`config.mk`:
```
export PLATFORM = sky130hd
export DESIGN_NAME = snax_csr_manager
export DESIGN_NICKNAME = d
export VERILOG_FILES = /design/src/rtl/snax_csr_pkg.sv /design/src/rtl/snax_csr_manager_fifo.sv /design/src/rtl/snax_csr_manager.sv
export SDC_FILE = /design/constraint.sdc
export NUM_CORES = 1
export LEC_CHECK = 0
export CAP_MARGIN = 10
export CORE_MARGIN = 4
export CORE_UTILIZATION = 53
export CTS_CLUSTER_SIZE = 30
export DETAILED_ROUTE_END_ITERATION = 12
export PLACE_DENSITY = 0.86
export SKIP_CTS_REPAIR_TIMING = 1
export SYNTH_ARGS = -nofsm -noshare
export SYNTH_HDL_FRONTEND = slang
export SYNTH_SLANG_ARGS = --single-unit
```
`constraint.sdc`:
```
create_clock -name clk_i -period 3 [get_ports clk_i]
set_input_delay 0.6 -clock clk_i [delete_from_list [all_inputs] [get_ports clk_i]]
set_output_delay 0.6 -clock clk_i [all_outputs]
set_load 0.02 [all_outputs]
```
`src/rtl/snax_csr_pkg.sv`:
```
// Shared types and address-map helpers for the SNAX CSR manager.
// Optional PERF counter is enabled with SNAX_CSR_PERF_EN.
package snax_csr_pkg;

  localparam int unsigned MaxIdWidth = 16;

  typedef enum logic [0:0] {
    LaunchIdle    = 1'b0,
    LaunchPending = 1'b1
  } launch_state_e;

  typedef struct packed {
    logic [31:0]           data;
    logic [MaxIdWidth-1:0] id;
    logic                  error;
  } rsp_entry_t;

  function automatic int unsigned start_idx(
    input int unsigned nrw
  );
    return nrw;
  endfunction

  function automatic int unsigned perf_idx(
    input int unsigned nrw,
    input int unsigned nro
  );
    return nrw + nro + 1;
  endfunction

  function automatic int unsigned dec_width(
    input int unsigned nrw,
    input int unsigned nro
  );
    return $clog2(nrw + nro + 2);
  endfunction

endpackage

```
`src/rtl/snax_csr_manager_fifo.sv`:
```
// Registered response queue (fifo_v3 semantics, no fall-through).
// A push into a full queue is taken when a pop happens in the same cycle.
module snax_csr_manager_fifo #(
  parameter int unsigned DEPTH = 2,
  parameter int unsigned DW    = 32
) (
  input  logic          clk_i,
  input  logic          rst_ni,
  output logic          full_o,
  output logic          empty_o,
  input  logic [DW-1:0] data_i,
  input  logic          push_i,
  output logic [DW-1:0] data_o,
  input  logic          pop_i
);

  localparam int unsigned PtrW = (DEPTH > 1) ? $clog2(DEPTH) : 1;
  localparam int unsigned CntW = $clog2(DEPTH + 1);

  logic [DW-1:0]   r_mem [DEPTH];
  logic [PtrW-1:0] r_wptr;
  logic [PtrW-1:0] r_rptr;
  logic [CntW-1:0] r_cnt;

  logic w_do_pop;
  logic w_do_push;

  assign full_o    = (r_cnt == CntW'(DEPTH));
  assign empty_o   = (r_cnt == '0);
  assign data_o    = r_mem[r_rptr];
  assign w_do_pop  = pop_i && !empty_o;
  assign w_do_push = push_i && (!full_o || w_do_pop);

  always_ff @(posedge clk_i or negedge rst_ni) begin
    if (!rst_ni) begin
      for (int i = 0; i < DEPTH; i++) r_mem[i] <= '0;
      r_wptr <= '0;
      r_rptr <= '0;
      r_cnt  <= '0;
    end else begin
      if (w_do_push) begin
        r_mem[r_wptr] <= data_i;
        if (r_wptr == PtrW'(DEPTH - 1)) r_wptr <= '0;
        else                            r_wptr <= r_wptr + 1'b1;
      end
      if (w_do_pop) begin
        if (r_rptr == PtrW'(DEPTH - 1)) r_rptr <= '0;
        else                            r_rptr <= r_rptr + 1'b1;
      end
      unique case ({w_do_push, w_do_pop})
        2'b10:   r_cnt <= r_cnt + 1'b1;
        2'b01:   r_cnt <= r_cnt - 1'b1;
        default: r_cnt <= r_cnt;
      endcase
    end
  end

endmodule

```
`src/rtl/snax_csr_manager.sv`:
```
// CSR manager between the Snitch offload port and a SNAX accelerator.
// Define SNAX_CSR_PERF_EN to add the busy-cycle PERF counter.
module snax_csr_manager
  import snax_csr_pkg::*;
#(
  parameter int unsigned NumRwCsr     = 8,
  parameter int unsigned NumRoCsr     = 2,
  parameter int unsigned RspFifoDepth = 2,
  parameter int unsigned IdWidth      = 5,
  parameter int unsigned CsrAddrWidth = 32
) (
  input  logic                      clk_i,
  input  logic                      rst_ni,
  input  logic                      csr_req_valid_i,
  output logic                      csr_req_ready_o,
  input  logic [CsrAddrWidth-1:0]   csr_req_addr_i,
  input  logic [31:0]               csr_req_data_i,
  input  logic                      csr_req_write_i,
  input  logic [IdWidth-1:0]        csr_req_id_i,
  output logic                      csr_rsp_valid_o,
  input  logic                      csr_rsp_ready_i,
  output logic [31:0]               csr_rsp_data_o,
  output logic [IdWidth-1:0]        csr_rsp_id_o,
  output logic                      csr_rsp_error_o,
  output logic [32*NumRwCsr-1:0]    csr_reg_set_o,
  output logic                      csr_reg_set_valid_o,
  input  logic                      csr_reg_set_ready_i,
  input  logic [32*NumRoCsr-1:0]    csr_reg_ro_set_i,
  input  logic                      acc_busy_i
);

  localparam int unsigned DecW     = dec_width(NumRwCsr, NumRoCsr);
  localparam int unsigned StartIdx = start_idx(NumRwCsr);
  localparam int unsigned PerfIdx  = perf_idx(NumRwCsr, NumRoCsr);

  logic [31:0]   r_csr [NumRwCsr];
  launch_state_e r_state;

  logic          w_hi_zero;
  logic [31:0]   w_idx;
  logic          w_is_rw;
  logic          w_is_start;
  logic          w_is_ro;
  logic          w_is_perf;
  logic          w_pending;
  logic [31:0]   w_rd_data;
  logic          w_rd_err;
  logic          w_pop;
  logic          w_full;
  logic          w_empty;
  logic          w_stall_wr;
  logic          w_stall_rd;
  logic          w_acc;
  logic          w_push;
  logic          w_wr;
  logic          w_launch;
  rsp_entry_t    w_push_entry;
  rsp_entry_t    w_head;
  logic          w_unused_id;

  assign w_hi_zero = ((csr_req_addr_i >> DecW) == '0);
  assign w_idx     = 32'(csr_req_addr_i[DecW-1:0]);
  assign w_pending = (r_state == LaunchPending);

  assign w_is_rw    = w_hi_zero && (w_idx < NumRwCsr);
  assign w_is_start = w_hi_zero && (w_idx == StartIdx);
  assign w_is_ro    = w_hi_zero && (w_idx > StartIdx)
                   && (w_idx <= StartIdx + NumRoCsr);
`ifdef SNAX_CSR_PERF_EN
  logic [31:0] r_perf;
  assign w_is_perf = w_hi_zero && (w_idx == PerfIdx);
`else
  assign w_is_perf = 1'b0;
`endif

  always_comb begin
    w_rd_data = '0;
    w_rd_err  = 1'b0;
    unique case (1'b1)
      w_is_rw: begin
        for (int i = 0; i < NumRwCsr; i++)
          if (w_idx == 32'(i)) w_rd_data = r_csr[i];
      end
      w_is_start: begin
        w_rd_data = {30'b0, w_pending, acc_busy_i};
      end
      w_is_ro: begin
        for (int i = 0; i < NumRoCsr; i++)
          if (w_idx == 32'(StartIdx + 1 + i))
            w_rd_data = csr_reg_ro_set_i[i*32 +: 32];
      end
`ifdef SNAX_CSR_PERF_EN
      w_is_perf: begin
        w_rd_data = r_perf;
      end
`endif
      default: begin
        w_rd_err = 1'b1;
      end
    endcase
  end

  // Ready is decided from request fields only, never from valid.
  assign w_pop      = csr_rsp_valid_o && csr_rsp_ready_i;
  assign w_stall_wr = csr_req_write_i && (w_is_rw || w_is_start)
                   && w_pending;
  assign w_stall_rd = !csr_req_write_i && w_full && !w_pop;
  assign csr_req_ready_o = !(w_stall_wr || w_stall_rd);

  assign w_acc    = csr_req_valid_i && csr_req_ready_o;
  assign w_push   = w_acc && !csr_req_write_i;
  assign w_wr     = w_acc && csr_req_write_i;
  assign w_launch = w_pending && csr_reg_set_ready_i;

  always_ff @(posedge clk_i or negedge rst_ni) begin
    if (!rst_ni) begin
      for (int i = 0; i < NumRwCsr; i++) r_csr[i] <= '0;
    end else if (w_wr && w_is_rw) begin
      for (int i = 0; i < NumRwCsr; i++)
        if (w_idx == 32'(i)) r_csr[i] <= csr_req_data_i;
    end
  end

  always_ff @(posedge clk_i or negedge rst_ni) begin
    if (!rst_ni) begin
      r_state <= LaunchIdle;
    end else begin
      unique case (r_state)
        LaunchIdle:
          if (w_wr && w_is_start && csr_req_data_i[0])
            r_state <= LaunchPending;
        LaunchPending:
          if (csr_reg_set_ready_i) r_state <= LaunchIdle;
        default: r_state <= LaunchIdle;
      endcase
    end
  end

`ifdef SNAX_CSR_PERF_EN
  // Launch clear wins over the busy increment.
  always_ff @(posedge clk_i or negedge rst_ni) begin
    if (!rst_ni)         r_perf <= '0;
    else if (w_launch)   r_perf <= '0;
    else if (acc_busy_i) r_perf <= r_perf + 32'd1;
  end
`endif

  for (genvar g = 0; g < NumRwCsr; g++) begin : g_set
    assign csr_reg_set_o[g*32 +: 32] = r_csr[g];
  end

  assign csr_reg_set_valid_o = w_pending;

  assign w_push_entry.data  = w_rd_data;
  assign w_push_entry.id    = MaxIdWidth'(csr_req_id_i);
  assign w_push_entry.error = w_rd_err;

  snax_csr_manager_fifo #(
    .DEPTH (RspFifoDepth),
    .DW    ($bits(rsp_entry_t))
  ) u_rsp_fifo (
    .clk_i   (clk_i),
    .rst_ni  (rst_ni),
    .full_o  (w_full),
    .empty_o (w_empty),
    .data_i  (w_push_entry),
    .push_i  (w_push),
    .data_o  (w_head),
    .pop_i   (w_pop)
  );

  assign csr_rsp_valid_o = !w_empty;
  assign csr_rsp_data_o  = w_head.data;
  assign csr_rsp_id_o    = w_head.id[IdWidth-1:0];
  assign csr_rsp_error_o = w_head.error;
  assign w_unused_id     = ^(w_head.id >> IdWidth) ^ w_launch;

endmodule

```
==> results of run 1 <==
## layout by cell type (no fill, tap or decap), drive strengths merged, types with 3 or more instances in the layout
cell and count:
or3 3, clkinvlp 4, mux2i 58, nor4 7
o211ai 9, o21ai 53, nand3b 3, o22ai 73
clkbuf 53, a211oi 7, or2 3, o2bb2ai 7
and2 4, nor2b 5, dfrtp 337, nand2b 10
mux2 333, buf 55, clkdlybuf4s50 432, inv 3
nor3b 8, xnor2 3, nand4 8, a22oi 7
a31oi 4, a22o 43, a32oi 44, nand2 14
nor2 45, bufinv 5
## cells by family (layout without fill, tap and decap cells)
logic type / Yosys count / in the layout / share of synthesized area, %
xor+xnor: 5 / 5 / 0.268
compound gates: 255 / 255 / 11.0
mux: 393 / 393 / 28.3
simple gates: 118 / 118 / 4.84
other cells: 0 / 2 / 0
flops: 337 / 337 / 51.5
fa+ha+maj: 1 / 1 / 0.0764
buf+inv: 95 / 555 / 3.94
## sequential cells by signal, summed over array words and instances, names as in the netlist
register and cells:
u_rsp_fifo.r_mem 76, u_rsp_fifo.r_cnt 2, u_rsp_fifo.r_wptr 1, u_rsp_fifo.r_rptr 1, csr_reg_set_valid_o 1, csr_reg_set_o 256
## synthesized netlist by cell type, types with 23 or more instances
| library cell | count | area [um^2] |
|---|---|---|
| dfrtp_1 | 337 | 8430 |
| mux2_4 | 70 | 1050 |
| o22ai_1 | 73 | 457 |
| mux2i_1 | 58 | 581 |
| mux2_2 | 263 | 2960 |
| nor2_1 | 42 | 158 |
| a32oi_1 | 44 | 385 |
| clkbuf_1 | 35 | 131 |
| buf_6 | 28 | 315 |
| o21ai_1 | 40 | 200 |
| buf_2 | 23 | 115 |
| a22o_1 | 43 | 377 |
## worst reg2reg max path: cells and delay by family (launching register included)
family,cells,cell delay [ps]
AOI/OAI and AO/OA,2,390
and+or+nand+nor,3,1340
DFF,1,400
## area by class of cell
cell class	count	area, um^2	area share (%)
Inverter	1	3.75	0.0167
Tap cell	396	495	2.20
Antenna cell	2	5.00	0.0222
Clock inverter	13	210	0.933
Clock buffer	53	1130	5.01
Sequential cell	337	8440	37.4
Multi-Input combinational cell	772	7320	32.5
Timing Repair Buffer	488	4930	21.9
## final timing paths
path                                                  from                                to  slack [ps]  cells past startpoint
max                          u_rsp_fifo.r_rptr$_DFFE_PN0P_                 csr_rsp_data_o[8]         100                      3
max reg2reg                u_rsp_fifo.r_cnt[1]$_DFFE_PN0P_  u_rsp_fifo.r_mem[35]$_DFFE_PN0P_         810                      5
max in group asynchronous                           rst_ni     u_rsp_fifo.r_rptr$_DFFE_PN0P_        2060                      2
min reg2reg                u_rsp_fifo.r_cnt[1]$_DFFE_PN0P_   u_rsp_fifo.r_cnt[1]$_DFFE_PN0P_         480                      1
min in group clk_i         u_rsp_fifo.r_cnt[1]$_DFFE_PN0P_   u_rsp_fifo.r_cnt[1]$_DFFE_PN0P_         480                      1
min                                                 rst_ni  u_rsp_fifo.r_mem[71]$_DFFE_PN0P_          40                      1
## through the flow
step,TNS (ps),cell area (um^2)
floorplan,0,16400
CTS,-123,22500
finish,0,22500
detailed placement,-1060,21200
global route,0,22500
global placement,-76.4,21200
## layer usage
layer  global-route usage [%]  vias to the layer above  part of all wire (%)
li1                         -                     5434                     -
met1                     41.6                     6639                    39
met2                     52.2                      685                    47
met3                     10.3                      158                   9.5
met4                     14.8                        0                   4.8
met5                        0                        -                     0
## where the power goes
group / total (uW) / internal (uW) / switching [uW] / leakage, uW
clock: 4960 / 3060 / 1910 / 0.000647
combinational: 1390 / 659 / 730 / 0.00497
sequential: 4780 / 4660 / 115 / 0.00467
total: 11100 / 8380 / 2750 / 0.0103
==> results by group, run 1 <==
Logic synthesis
  – Post-synthesis sequential area ratio: 51.5%
  – Post-Syn Nets: 1345
  – Syn Area/Cell: 13.6 um^2
  – Mapped Cells: 1204
  – Count of different cell masters after synthesis: 54
  – FFs w/ async S/R, synth: 100%
  – Post-Synthesis Cell Area: 16400 um^2
  – Synthesized flop and latch total: 337
  – Most common flop cell mapped by yosys: dfrtp_1
  – EDFF count, synth: 0
  – Yosys Warn Count: 0

Clock network
  – Clk Latency, worst-skew pair: 530 ps
  – Clk sinks: 337
  – Root buf cell: clkbuf_16
  – CTS tree: built
  – Reg clk slew, reported paths: 60 ps
  – H-Tree Depth: 2
  – Max clock buf depth: 3
  – TritonCTS Buffers: 37

Global route
  – Overflow left after global routing: 0
  – Initial antenna violation count: 2
  – GRT Util Overall: 32.9%
  – Pin count of the biggest net entering global routing: 90
  – Vias in the first global route: 13800
  – First-pass GRT wire length: 84.8 mm

STA
  – Final Critical Period: 2900 ps
  – Max Clock Freq: 345 MHz
  – Final hold violation count: 0
  – Setup ws final: 103 ps
  – Endpoints failing setup: 0
  – Worst hold slack: 45.0 ps
  – Slew Limit Fails: 0
  – Worst-Margin Slew: 1080 ps
  – RSZ-0062 raised after global routing: no
  – Slew headroom: 27.8%
  – Worst Clk Skew: 14.4 ps
  – Final period util: 96.6%

Floorplan
  – Die W: 184 um
  – Die height: 184 um
  – Row Count: 64
  – Ports: 437
  – Initial Util: 53.7%
  – Die ar.: 33800 um^2
  – Core Area: 30500 um^2

Outcome
  – Outcome: finished, final reports clean

Drt
  – Initial DRC Count: 1035
  – WL final: 57.2 mm
  – Initial DRT Pass Iterations: 4
  – Routed WL per cell: 27.7 um
  – # DRC: 0
  – Vias per Instance: 6.26
  – ANT nets after route: 0
  – Vias: 12900

Placement
  – Placed cells: 1994
  – Pre-CTS WS: -97.8 ps
  – Dpl hpwl: 39.1 mm
  – RD Place Congestion: 0.890
  – Input/output buffers: 436

Worst hold path
  – Worst min path class: primary input to asynchronous set/reset pin

Pwr
  – Pleak: 0.0103 uW
  – Max VDD drop: 0.372 mV
  – Power density cells: 494 nW/um^2
  – Total chip power: 11100 uW

Finish
  – Final #Nets: 1778
  – Cell Count, Final, Fillers Out: 2062
  – Fillers: 1966
  – Fin util: 73.8%
  – Share of cells above drive strength 1: 29.2%
  – Area Growth Syn to Fin: 37.6%

Setup path
  – Data required, critical path: 2400 ps
  – Worst EP arrival: 2300 ps
  – Critical path's top delay family: buffers and inverters
  – CP endpoint kind: primary output
  – Max Fanout on Critical Path: 22
  – Worst path bufs/invs: 2
  – Critical Path Max Stage Delay: 610 ps
  – CP Launch Type: flip-flop
  – Crit-path slowest cell: dfrtp_4
  – Crit path kind: flip-flop to primary output
  – Crit-path cells: buf_12, mux2_2, clkdlybuf4s50_1

Flow run
  – Max Cap Viol: 0
(Power assumes the default switching activity.)
==> run 2, diff against run 1 <==
--- a/config.mk
+++ b/config.mk
@@ -7,10 +7,11 @@
 export LEC_CHECK = 0
 export CAP_MARGIN = 10
 export CORE_MARGIN = 4
-export CORE_UTILIZATION = 53
+export CORE_UTILIZATION = 35
 export CTS_CLUSTER_SIZE = 30
 export DETAILED_ROUTE_END_ITERATION = 12
-export PLACE_DENSITY = 0.86
+export MAX_ROUTING_LAYER = met4
+export PLACE_DENSITY = 0.61
 export SKIP_CTS_REPAIR_TIMING = 1
 export SYNTH_ARGS = -nofsm -noshare
 export SYNTH_HDL_FRONTEND = slang
==> results by group, run 2 (synthesized netlist as in run 1, its figures left out) <==
Outcome
  – Outcome: finished, final reports clean

Finish
  – Commonest non-fill, non-tap cells in the layout: 432 x clkdlybuf4s50_1, 336 x dfrtp_1, 263 x mux2_2
  – Multi-input logic area: 7320 um^2 (about the same)
  – Fillers: 4021 (+100%)
  – Design area: 22900 um^2 (+1.5%)
  – FF/Latch Area: 8440 um^2 (unchanged)
  – Share of cells above drive strength 1: 29.2% (about the same)
  – Max FFs per register: 256 (unchanged)
  – Final #Nets: 1786 (+0.45%)
  – Leading cell type in the layout, fill and taps excluded: clkdlybuf4s50_1
  – Fin util: 49.9% (-24 points)
  – Cell Count, Final, Fillers Out: 2271 (+10%)
  – Area Growth Syn to Fin: 39.6%

Setup path
  – Max Fanout on Critical Path: 27 (+23%)
  – Reg2reg start: u_rsp_fifo.r_cnt[1]$_DFFE_PN0P_
  – CP endpoint kind: primary output
  – Critical Path Max Stage Delay: 560 ps (-50 ps)
  – Crit path kind: flip-flop to primary output
  – Worst EP arrival: 2290 ps (about the same)
  – Data required, critical path: 2400 ps (about the same)
  – FF-to-FF path depth: 5 (unchanged)
  – CP Launch Type: flip-flop
  – RR Endpoint: u_rsp_fifo.r_mem[19]$_DFFE_PN0P_
  – Crit-path slowest cell: clkdlybuf4s50_1
  – Crit-path cells: buf_12, mux2_2, clkdlybuf4s50_1
  – R2r setup slk: 770 ps (-40 ps)

Placement
  – Area after DPL: 21600 um^2 (+2.0%)
  – RD Place Congestion: 0.867 (-2.6%)
  – Dpl hpwl: 43.3 mm (+11%)
  – Placed cells: 2202 (+10%)
  – Input/output buffers: 436 (unchanged)
  – Pre-CTS WS: -79.4 ps (+18.3 ps)

Clock network
  – Clk Latency, worst-skew pair: 540 ps (about the same)
  – Max clock buf depth: 3 (unchanged)
  – TritonCTS Buffers: 40 (+8.1%)
  – Root buf cell: clkbuf_16
  – Clk sinks: 337 (unchanged)
  – CTS tree: built
  – H-Tree Depth: 2 (unchanged)
  – Reg clk slew, reported paths: 60 ps (about the same)

Drt
  – # DRC: 0 (unchanged)
  – Routed WL per cell: 27.2 um (-2.0%)
  – ANT nets after route: 0 (unchanged)
  – Vias: 12400 (-4.1%)
  – Vias per Instance: 5.45 (-13%)
  – WL final: 61.7 mm (+7.9%)
  – Initial DRC Count: 738 (-29%)
  – Initial DRT Pass Iterations: 5 (+1)

Global route
  – Met2 Use GR: 37.0% (-15 points)
  – Vias in the first global route: 13100 (-4.7%)
  – First-pass GRT wire length: 89.9 mm (+6.0%)
  – Met3 GRT Util: 7.69% (-2.6 points)
  – Pin count of the biggest net entering global routing: 75 (-17%)
  – M1 GR Usage: 31.7% (-10 points)
  – Overflow left after global routing: 0 (unchanged)
  – GR peak layer: met2
  – GRT Util Overall: 24.4% (-8.5 points)
  – Initial antenna violation count: 4 (+2)

Pwr
  – Pleak: 0.0103 uW (+0.43%)
  – Max VDD drop: 0.453 mV (+22%)
  – Power density cells: 476 nW/um^2 (-3.6%)

Floorplan
  – Die height: 224 um (+22%)
  – Core Area: 45800 um^2 (+50%)
  – Die ar.: 50300 um^2 (+49%)
  – Initial Util: 35.8% (-18 points)
  – Ports: 437 (unchanged)
  – Die W: 224 um (+22%)
  – Row Count: 78 (+22%)

STA
  – Setup ws final: 106 ps (+3.53 ps)
  – Slew headroom: 19.6% (-8.2 points)
  – Slew Limit Fails: 0 (unchanged)
  – Final Critical Period: 2890 ps (-3.53 ps)
  – Max Clock Freq: 346 MHz (+0.12%)
  – Final period util: 96.5% (-0.12 points)
  – Worst-Margin Slew: 1200 ps (+123 ps)
  – Final hold violation count: 0 (unchanged)
  – RSZ-0062 raised after global routing: no
  – Worst Clk Skew: 16.3 ps (+1.83 ps)
  – Endpoints failing setup: 0 (unchanged)
  – Fin Setup TNS: 0 ps (unchanged)

Worst hold path
  – Worst min path class: primary input to asynchronous set/reset pin

Flow run
  – Max Cap Viol: 0 (unchanged)
-- run 2: area by class of cell --
type | count | area share (%)
flip-flops and latches | 337 | 36.9
repair buffers | 493 | 22.3
diodes | 5 | 0.0547
clock inverters | 7 | 0.285
clock buffers | 56 | 5.08
inverters | 1 | 0.0164
multi-input cells | 772 | 32.0
well taps | 600 | 3.28
-- run 2: how the worst max path moves through the flow --
stage                                              from                               end  cells past startpoint
final                     u_rsp_fifo.r_rptr$_DFFE_PN0P_                csr_rsp_data_o[13]                      3
after detailed placement              csr_req_addr_i[2]  u_rsp_fifo.r_mem[19]$_DFFE_PN0P_                      7
after floorplan                       csr_req_addr_i[1]                   csr_req_ready_o                      7
after global routing      u_rsp_fifo.r_rptr$_DFFE_PN0P_                csr_rsp_data_o[13]                      3
after global placement               csr_req_addr_i[14]                   csr_req_ready_o                      6
after CTS                             csr_req_addr_i[5]                   csr_req_ready_o                      6
-- run 2: power by group --
group          leakage (uW)  internal (uW)  switching (uW)
Clock              0.000601           2760            1910
Combinational       0.00506            674             778
Sequential          0.00467           4660            97.9
Total                0.0103           8100            2790
-- run 2: worst max-delay path: cells and delay by family (launching register included) --
family / cells / cell delay (ps)
buf+inv: 2 / 810
mux: 1 / 390
flops: 1 / 550
-- run 2: through the flow --
| step | power, uW | hold WS [ps] |
|---|---|---|
| 2_1_floorplan | 5500 | 304 |
| 3_3_place_gp | 6280 | 459 |
| 3_5_place_dp | 6290 | 471 |
| 4_1_cts | 11000 | 54.3 |
| 5_1_grt | 11300 | 79.5 |
| 6_report | 10900 | 46.7 |
-- run 2: layer usage --
layer	wire [um]	vias up	part of all wire (%)
li1	-	5465	-
met1	26600	6361	43
met2	28200	457	46
met3	5050	98	8.2
met4	1800	0	2.9
met5	0	-	0
